<file path="src/rtl/branch_predictor_pkg.sv">
// Shared types and constants for the BTB/BHT branch predictor.
// Branch codes outside BEQ..JR are treated as invalid and never train the table.
package branch_predictor_pkg;

    localparam int BP_ENTRIES_DEF = 16;

    localparam logic [3:0] BRANCH_CODE_DEFAULT = 4'd0;
    localparam logic [3:0] BRANCH_CODE_BEQ     = 4'd1;
    localparam logic [3:0] BRANCH_CODE_BNE     = 4'd2;
    localparam logic [3:0] BRANCH_CODE_BGE     = 4'd3;
    localparam logic [3:0] BRANCH_CODE_BGT     = 4'd4;
    localparam logic [3:0] BRANCH_CODE_BLE     = 4'd5;
    localparam logic [3:0] BRANCH_CODE_BLT     = 4'd6;
    localparam logic [3:0] BRANCH_CODE_JR      = 4'd7;

    typedef struct packed {
        logic       isBranch;
        logic [3:0] branchCode;
    } BranchType;

    typedef enum logic [1:0] {
        SNT = 2'b00,
        WNT = 2'b01,
        WT  = 2'b10,
        ST  = 2'b11
    } ctr_e;

    function automatic logic code_trains(input logic [3:0] c);
        return (c >= BRANCH_CODE_BEQ) && (c <= BRANCH_CODE_JR);
    endfunction

endpackage

</file>
<file path="src/rtl/branch_predictor_if.sv">
// Fetch-lookup, execute-resolve and statistics signals between pipeline and predictor.
// master = pipeline side, slave = predictor.
interface branch_predictor_if;
    import branch_predictor_pkg::*;

    logic [31:0] IF_PC;
    logic        IF_Valid;
    logic        Pred_Hit;
    logic        Pred_Taken;
    logic [31:0] Pred_Target;

    logic        EXE_Valid;
    BranchType   EXE_BranchType;
    logic [31:0] EXE_PC;
    logic        EXE_Taken;
    logic [31:0] EXE_Target;
    logic        EXE_PredTaken;
    logic [31:0] EXE_PredTarget;

    logic        Mispredict;
    logic [31:0] Redirect_PC;
    logic [31:0] Stat_Branches;
    logic [31:0] Stat_Mispredicts;

    modport master (
        output IF_PC, IF_Valid, EXE_Valid, EXE_BranchType, EXE_PC, EXE_Taken,
               EXE_Target, EXE_PredTaken, EXE_PredTarget,
        input  Pred_Hit, Pred_Taken, Pred_Target, Mispredict, Redirect_PC,
               Stat_Branches, Stat_Mispredicts
    );

    modport slave (
        input  IF_PC, IF_Valid, EXE_Valid, EXE_BranchType, EXE_PC, EXE_Taken,
               EXE_Target, EXE_PredTaken, EXE_PredTarget,
        output Pred_Hit, Pred_Taken, Pred_Target, Mispredict, Redirect_PC,
               Stat_Branches, Stat_Mispredicts
    );
endinterface

</file>
<file path="src/rtl/branch_predictor_counter2.sv">
// Saturating 2-bit taken/not-taken counter next-state logic.
module bp_counter2
    import branch_predictor_pkg::*;
(
    input  ctr_e cur,
    input  logic taken,
    output ctr_e next
);
    always_comb begin
        next = cur;
        if (taken) begin
            if (cur != ST) next = ctr_e'(cur + 2'd1);
        end else begin
            if (cur != SNT) next = ctr_e'(cur - 2'd1);
        end
    end
endmodule

</file>
<file path="src/rtl/branch_predictor.sv">
// Direct-mapped BTB with 2-bit counters: combinational lookup, EXE-stage training,
// mispredict/redirect generation and saturating performance counters.
module branch_predictor
    import branch_predictor_pkg::*;
#(
    parameter int BP_ENTRIES = BP_ENTRIES_DEF
) (
    input  logic               clk,
    input  logic               resetn,
    branch_predictor_if.slave  bus
);
    localparam int IDX_W = $clog2(BP_ENTRIES);
    localparam int TAG_W = 30 - IDX_W;

    if (BP_ENTRIES < 4 || BP_ENTRIES > 64 || (1 << IDX_W) != BP_ENTRIES) begin : g_bad_entries
        $error("BP_ENTRIES must be a power of two in 4..64");
    end

    logic [BP_ENTRIES-1:0] r_valid;
    logic [TAG_W-1:0]      r_tag    [BP_ENTRIES];
    logic [31:0]           r_target [BP_ENTRIES];
    ctr_e                  r_ctr    [BP_ENTRIES];
    logic [31:0]           r_stat_br;
    logic [31:0]           r_stat_mp;

    logic [IDX_W-1:0] w_if_idx, w_ex_idx;
    logic [TAG_W-1:0] w_if_tag, w_ex_tag;
    logic             w_pred_hit, w_ex_hit, w_is_jr, w_upd, w_taken_eff, w_mispredict;
    ctr_e             w_ctr_next;
    logic             w_unused;

    assign w_unused = &{1'b0, bus.IF_PC[1:0]};

    assign w_if_idx = bus.IF_PC[IDX_W+1:2];
    assign w_if_tag = bus.IF_PC[31:IDX_W+2];
    assign w_ex_idx = bus.EXE_PC[IDX_W+1:2];
    assign w_ex_tag = bus.EXE_PC[31:IDX_W+2];

    // Lookup reads only stored state, so a same-cycle update is not visible here.
    assign w_pred_hit      = resetn && bus.IF_Valid && r_valid[w_if_idx] && (r_tag[w_if_idx] == w_if_tag);
    assign bus.Pred_Hit    = w_pred_hit;
    assign bus.Pred_Taken  = w_pred_hit && r_ctr[w_if_idx][1];
    assign bus.Pred_Target = w_pred_hit ? r_target[w_if_idx] : 32'd0;

    assign w_is_jr     = (bus.EXE_BranchType.branchCode == BRANCH_CODE_JR);
    assign w_upd       = bus.EXE_Valid && bus.EXE_BranchType.isBranch &&
                         code_trains(bus.EXE_BranchType.branchCode);
    assign w_taken_eff = bus.EXE_Taken || w_is_jr;
    assign w_ex_hit    = r_valid[w_ex_idx] && (r_tag[w_ex_idx] == w_ex_tag);

    bp_counter2 u_ctr (
        .cur   (r_ctr[w_ex_idx]),
        .taken (w_taken_eff),
        .next  (w_ctr_next)
    );

    assign w_mispredict    = resetn && w_upd &&
                             ((bus.EXE_Taken != bus.EXE_PredTaken) ||
                              (bus.EXE_Taken && (bus.EXE_Target != bus.EXE_PredTarget)));
    assign bus.Mispredict  = w_mispredict;
    // +8 skips the delay slot after a not-taken branch.
    assign bus.Redirect_PC = bus.EXE_Taken ? bus.EXE_Target : bus.EXE_PC + 32'd8;

    always_ff @(posedge clk) begin
        if (!resetn) begin
            r_valid <= '0;
            for (int i = 0; i < BP_ENTRIES; i++) begin
                r_tag[i]    <= '0;
                r_target[i] <= '0;
                r_ctr[i]    <= WNT;
            end
        end else if (w_upd) begin
            if (w_ex_hit) begin
                r_ctr[w_ex_idx] <= w_ctr_next;
                if (w_taken_eff) r_target[w_ex_idx] <= bus.EXE_Target;
            end else if (w_taken_eff) begin
                r_valid[w_ex_idx]  <= 1'b1;
                r_tag[w_ex_idx]    <= w_ex_tag;
                r_target[w_ex_idx] <= bus.EXE_Target;
                r_ctr[w_ex_idx]    <= w_is_jr ? ST : WT;
            end
        end
    end

    always_ff @(posedge clk) begin
        if (!resetn) begin
            r_stat_br <= '0;
            r_stat_mp <= '0;
        end else begin
            if (w_upd && r_stat_br != 32'hFFFF_FFFF)        r_stat_br <= r_stat_br + 32'd1;
            if (w_mispredict && r_stat_mp != 32'hFFFF_FFFF) r_stat_mp <= r_stat_mp + 32'd1;
        end
    end

    assign bus.Stat_Branches    = r_stat_br;
    assign bus.Stat_Mispredicts = r_stat_mp;
endmodule
</file>
<file path="src/flat_wrapper.sv">
// flat-port wrapper written by rule: the top's interface ports become plain ports
module branch_predictor_flat import branch_predictor_pkg::*;
#(
    parameter int BP_ENTRIES = BP_ENTRIES_DEF
)
  (clk, resetn, bus_IF_PC, bus_IF_Valid, bus_EXE_Valid, bus_EXE_BranchType, bus_EXE_PC, bus_EXE_Taken, bus_EXE_Target, bus_EXE_PredTaken, bus_EXE_PredTarget, bus_Pred_Hit, bus_Pred_Taken, bus_Pred_Target, bus_Mispredict, bus_Redirect_PC, bus_Stat_Branches, bus_Stat_Mispredicts);
  branch_predictor_if bus_i ();
  input  logic clk;
  input  logic resetn;
  input wire logic [$bits(bus_i.IF_PC)-1:0] bus_IF_PC;
  input wire logic [$bits(bus_i.IF_Valid)-1:0] bus_IF_Valid;
  input wire logic [$bits(bus_i.EXE_Valid)-1:0] bus_EXE_Valid;
  input wire logic [$bits(bus_i.EXE_BranchType)-1:0] bus_EXE_BranchType;
  input wire logic [$bits(bus_i.EXE_PC)-1:0] bus_EXE_PC;
  input wire logic [$bits(bus_i.EXE_Taken)-1:0] bus_EXE_Taken;
  input wire logic [$bits(bus_i.EXE_Target)-1:0] bus_EXE_Target;
  input wire logic [$bits(bus_i.EXE_PredTaken)-1:0] bus_EXE_PredTaken;
  input wire logic [$bits(bus_i.EXE_PredTarget)-1:0] bus_EXE_PredTarget;
  output wire logic [$bits(bus_i.Pred_Hit)-1:0] bus_Pred_Hit;
  output wire logic [$bits(bus_i.Pred_Taken)-1:0] bus_Pred_Taken;
  output wire logic [$bits(bus_i.Pred_Target)-1:0] bus_Pred_Target;
  output wire logic [$bits(bus_i.Mispredict)-1:0] bus_Mispredict;
  output wire logic [$bits(bus_i.Redirect_PC)-1:0] bus_Redirect_PC;
  output wire logic [$bits(bus_i.Stat_Branches)-1:0] bus_Stat_Branches;
  output wire logic [$bits(bus_i.Stat_Mispredicts)-1:0] bus_Stat_Mispredicts;
  assign bus_i.IF_PC = bus_IF_PC;
  assign bus_i.IF_Valid = bus_IF_Valid;
  assign bus_i.EXE_Valid = bus_EXE_Valid;
  assign bus_i.EXE_BranchType = bus_EXE_BranchType;
  assign bus_i.EXE_PC = bus_EXE_PC;
  assign bus_i.EXE_Taken = bus_EXE_Taken;
  assign bus_i.EXE_Target = bus_EXE_Target;
  assign bus_i.EXE_PredTaken = bus_EXE_PredTaken;
  assign bus_i.EXE_PredTarget = bus_EXE_PredTarget;
  assign bus_Pred_Hit = bus_i.Pred_Hit;
  assign bus_Pred_Taken = bus_i.Pred_Taken;
  assign bus_Pred_Target = bus_i.Pred_Target;
  assign bus_Mispredict = bus_i.Mispredict;
  assign bus_Redirect_PC = bus_i.Redirect_PC;
  assign bus_Stat_Branches = bus_i.Stat_Branches;
  assign bus_Stat_Mispredicts = bus_i.Stat_Mispredicts;
  branch_predictor #(.BP_ENTRIES(BP_ENTRIES)) u_core (.clk(clk), .resetn(resetn), .bus(bus_i));
endmodule
</file>
<file path="config.mk">
export PLATFORM = sky130hd
export DESIGN_NAME = branch_predictor_flat
export DESIGN_NICKNAME = d
export VERILOG_FILES = /design/src/rtl/branch_predictor_pkg.sv /design/src/rtl/branch_predictor_if.sv /design/src/rtl/branch_predictor_counter2.sv /design/src/rtl/branch_predictor.sv /design/src/flat_wrapper.sv
export SDC_FILE = /design/constraint.sdc
export NUM_CORES = 2
export LEC_CHECK = 0
export BUFFER_PORTS_ARGS = -buffer_cell sky130_fd_sc_hd__buf_2
export CORE_MARGIN = 2
export CORE_UTILIZATION = 50
export DETAILED_ROUTE_END_ITERATION = 10
export PLACE_DENSITY_LB_ADDON = 0.15
export SETUP_SLACK_MARGIN = 0.05
export SYNTH_ARGS = -nofsm -noshare
export SYNTH_HDL_FRONTEND = slang
export SYNTH_SLANG_ARGS = --single-unit
</file>
<file path="constraint.sdc">
create_clock -name clk -period 5.4 [get_ports clk]
set_input_delay 0.54 -clock clk [delete_from_list [all_inputs] [get_ports clk]]
set_output_delay 0.54 -clock clk [all_outputs]
set_load 0.005 [all_outputs]
</file>
==> results.cfg <==
[timing]
period_minus_slack_ns = 4.785
tns_ns = 0
finalCritPeriodShare_pct = 88.61
relSlewSlack_pct = 24.17
rsz0062_at_grt = no
setup_viol = 0
finalMaxSlewViolations = 0
skew_ns = 0.03652
worst_slack_ns = 0.6150
hold_viol = 0
max_freq_mhz = 209.0
tightest_slew_ns = 1.135

[yosys]
synth.mux.area_fraction_pct = 18.10
synth-seq-cells = 1040
synthArstFlopShare_pct = 0
yosysWarnings = 0
synth_ff_type = edfxtp_1
syn_inst = 3690
avgSynthCellArea_sq_um = 14.37
synth-edff-count = 960
synth.cell_area_sq_mm = 0.05304
synthXorXnorAreaFrac_pct = 2.675
yosys.area_share.adder_pct = 0.07077
yosysUniqueCellTypes = 65
synth_nets = 3832
synth-simple-area-share_pct = 16.07
ys_seq_area_share_pct = 57.37
synth_top_family_by_area = multiplexers
synth-compound-area-share_pct = 2.347

[routing]
drtPass1Iterations = 6
wl_um = 166700
drc = 0
drt-wirelength-per-cell_um = 31.00
vias = 34320
detail-route-antenna-nets = 0
dr.first_iter.drc_count = 5152
viasPerCell = 6.383

[final_layout]
finalInstanceArea_sq_mm = 0.06034
drive_gt1_share_pct = 27.87
n_antenna_cell = 0
utilization_pct = 57.32
fillers = 8314
ff_latch_area_sq_mm = 0.03043
multi_input_area_sq_mm = 0.02121
nNetsFinal = 4037
areaGrowthSynthToFinish_pct = 13.77

[placed_design]
gp_congestion = 0.8649
place_ws_ns = 0.4650
dp_hpwl_um = 102500
post_dp_cell_area_sq_mm = 0.05671
numPortBuffers = 267

[clock_network]
cts_buffer_depth = 3
cts_buffers = 108
clkSlewWorstSetupHoldPaths_ns = 0.06
htree_levels = 3
cts_hold_repair.buffers = 0
clock-sinks = 1040
clk-insertion-delay-late_ns = 0.72
cts-root-buf = clkbuf_16
postCtsSetupRepairBufs = 0
tritoncts = built
cts.repair.resized = 0

[global_routing]
grt_start_max_net_pins = 92
grt_usage_pct = 30.73
overflow = 0
antenna_found_initial = 7
grt_pass1_vias = 33650
grt_pass1_wl_um = 238900

[critical_path]
cp.required_ns = 4.86
worstPathArrival_ns = 4.25
cp_max_fo = 34
worstSetupPathType = reg2out
startpoint_type = register
critPathCaptureType = output pin

[power_and_ir_drop]
leakage_uw = 0.02216
power_density_mw_per_mm2 = 313.9
ir_worst_vdd_mv = 0.2403

[floorplanning]
dieWidth_um = 329.7
rows = 119
die_y_um = 329.7
num_io_pins = 270
initial_core_util_pct = 50.38
dieArea_sq_mm = 0.1087
core-area_sq_mm = 0.1053

[job]
drv_cap = 0

[hold_path]
min_path_type = in2reg

[status]
status = finished, final reports clean
## layout make-up
cell class / instances / share of cell area [%]
flip-flops and latches: 1040 / 50.43
repair buffers: 464 / 5.343
inverters: 26 / 0.1617
multi-input cells: 2255 / 35.16
clock inverters: 70 / 1.215
well taps: 1391 / 2.884
clock buffers: 131 / 4.813
## layer usage
metal	routed length (um)	part of all wire [%]	up-vias	track usage, %
met4	4580	2.7	2	8.765
met1	68030	41	17670	45.22
met2	75960	46	1912	46.50
met5	13	0.0078	-	0
li1	-	-	14450	-
met3	18080	11	288	6.498
## worst max-delay path, cell delays in order (launching register included)
cell and delay [ns]:
edfxtp_1 0.39, mux4_2 0.48, mux4_2 0.50, xnor2_1 0.42, nand4_1 0.26, nor3_1 0.39, nand4_1 0.21, buf_12 0.22
nor2b_1 0.37, buf_2 0.19
## per-stage QoR
step                cells  power (uW)  hold slack [ns]
global placement     5176       11350           0.4595
CTS                  5377       18980           0.2933
detailed placement   5176       11380           0.4677
finish               5377       18940           0.3315
global route         5377       19420           0.3593
floorplan            3690       10570           0.4384
## cell usage in the layout, fill, tap and decap left out, types with 80 or more instances in the layout
master and n:
edfxtp_1 960, and2_1 632, mux4_2 380, and3_1 263, buf_2 259, buf_4 172
clkbuf_16 112, nand2_1 103, mux2i_1 90, xor2_1 85, dfxtp_1 80
## where the power goes
group,internal [uW],total (uW),switching [uW]
Combinational,799,1940,1140
Sequential,9150,9290,142
Clock,4450,7710,3260
Total,14400,18900,4540
## flip-flops by register name, indices dropped and copies added, names as in the netlist
register	count
u_core.bus.Stat_Mispredicts	32
u_core.r_tag	416
u_core.r_target	512
u_core.bus.Stat_Branches	32
u_core.r_valid	16
u_core.r_ctr	32
## synth_stat cells (8+ instances only)
library cell | n | area share [%]
mux4_2 | 380 | 16
and2_1 | 634 | 7.5
nand4_1 | 23 | 0.27
nand2_1 | 108 | 0.76
mux2i_1 | 90 | 1.7
edfxtp_1 | 960 | 54
buf_4 | 8 | 0.11
buf_1 | 11 | 0.078
nor3_1 | 77 | 0.73
nor2_1 | 56 | 0.40
nor2b_1 | 50 | 0.59
nor4_1 | 67 | 0.79
o21ai_0 | 74 | 0.70
xor2_1 | 85 | 1.4
or3_1 | 15 | 0.18
a21oi_1 | 8 | 0.075
a21o_1 | 18 | 0.25
a21boi_0 | 8 | 0.11
clkbuf_1 | 274 | 1.9
inv_1 | 20 | 0.14
a22oi_1 | 23 | 0.33
nand3_1 | 56 | 0.53
a221oi_1 | 8 | 0.13
nand2b_1 | 22 | 0.26
buf_6 | 24 | 0.51
mux2_2 | 10 | 0.21
nor4_2 | 29 | 0.68
dfxtp_1 | 80 | 3.0
buf_2 | 49 | 0.46
and3_1 | 264 | 3.1
o21ai_1 | 8 | 0.075
xnor2_1 | 77 | 1.3
## cell families after synthesis
group                      Yosys count
and+or+nand+nor                   1419
DFF                               1040
muxes                              482
buffers and inverters              395
AOI/OAI and AO/OA                  189
xor gates and xnor gates           162
adders and majority gates            3
## final timing paths
kind / start / endpoint / slack (ns) / cells past startpoint
setup / recovery: u_core.r_tag[3][23] / bus_Pred_Target[31] / 0.61 / 9
hold / removal: bus_EXE_BranchType[3] / u_core.bus.Stat_Branches[1] / 0.33 / 4
setup reg to reg: u_core.r_tag[7][19] / u_core.r_tag[13][2] / 1.31 / 12
hold reg to reg: u_core.r_valid[12] / u_core.r_valid[12] / 0.48 / 1
Note: power is estimated with default switching activity, not from simulation.
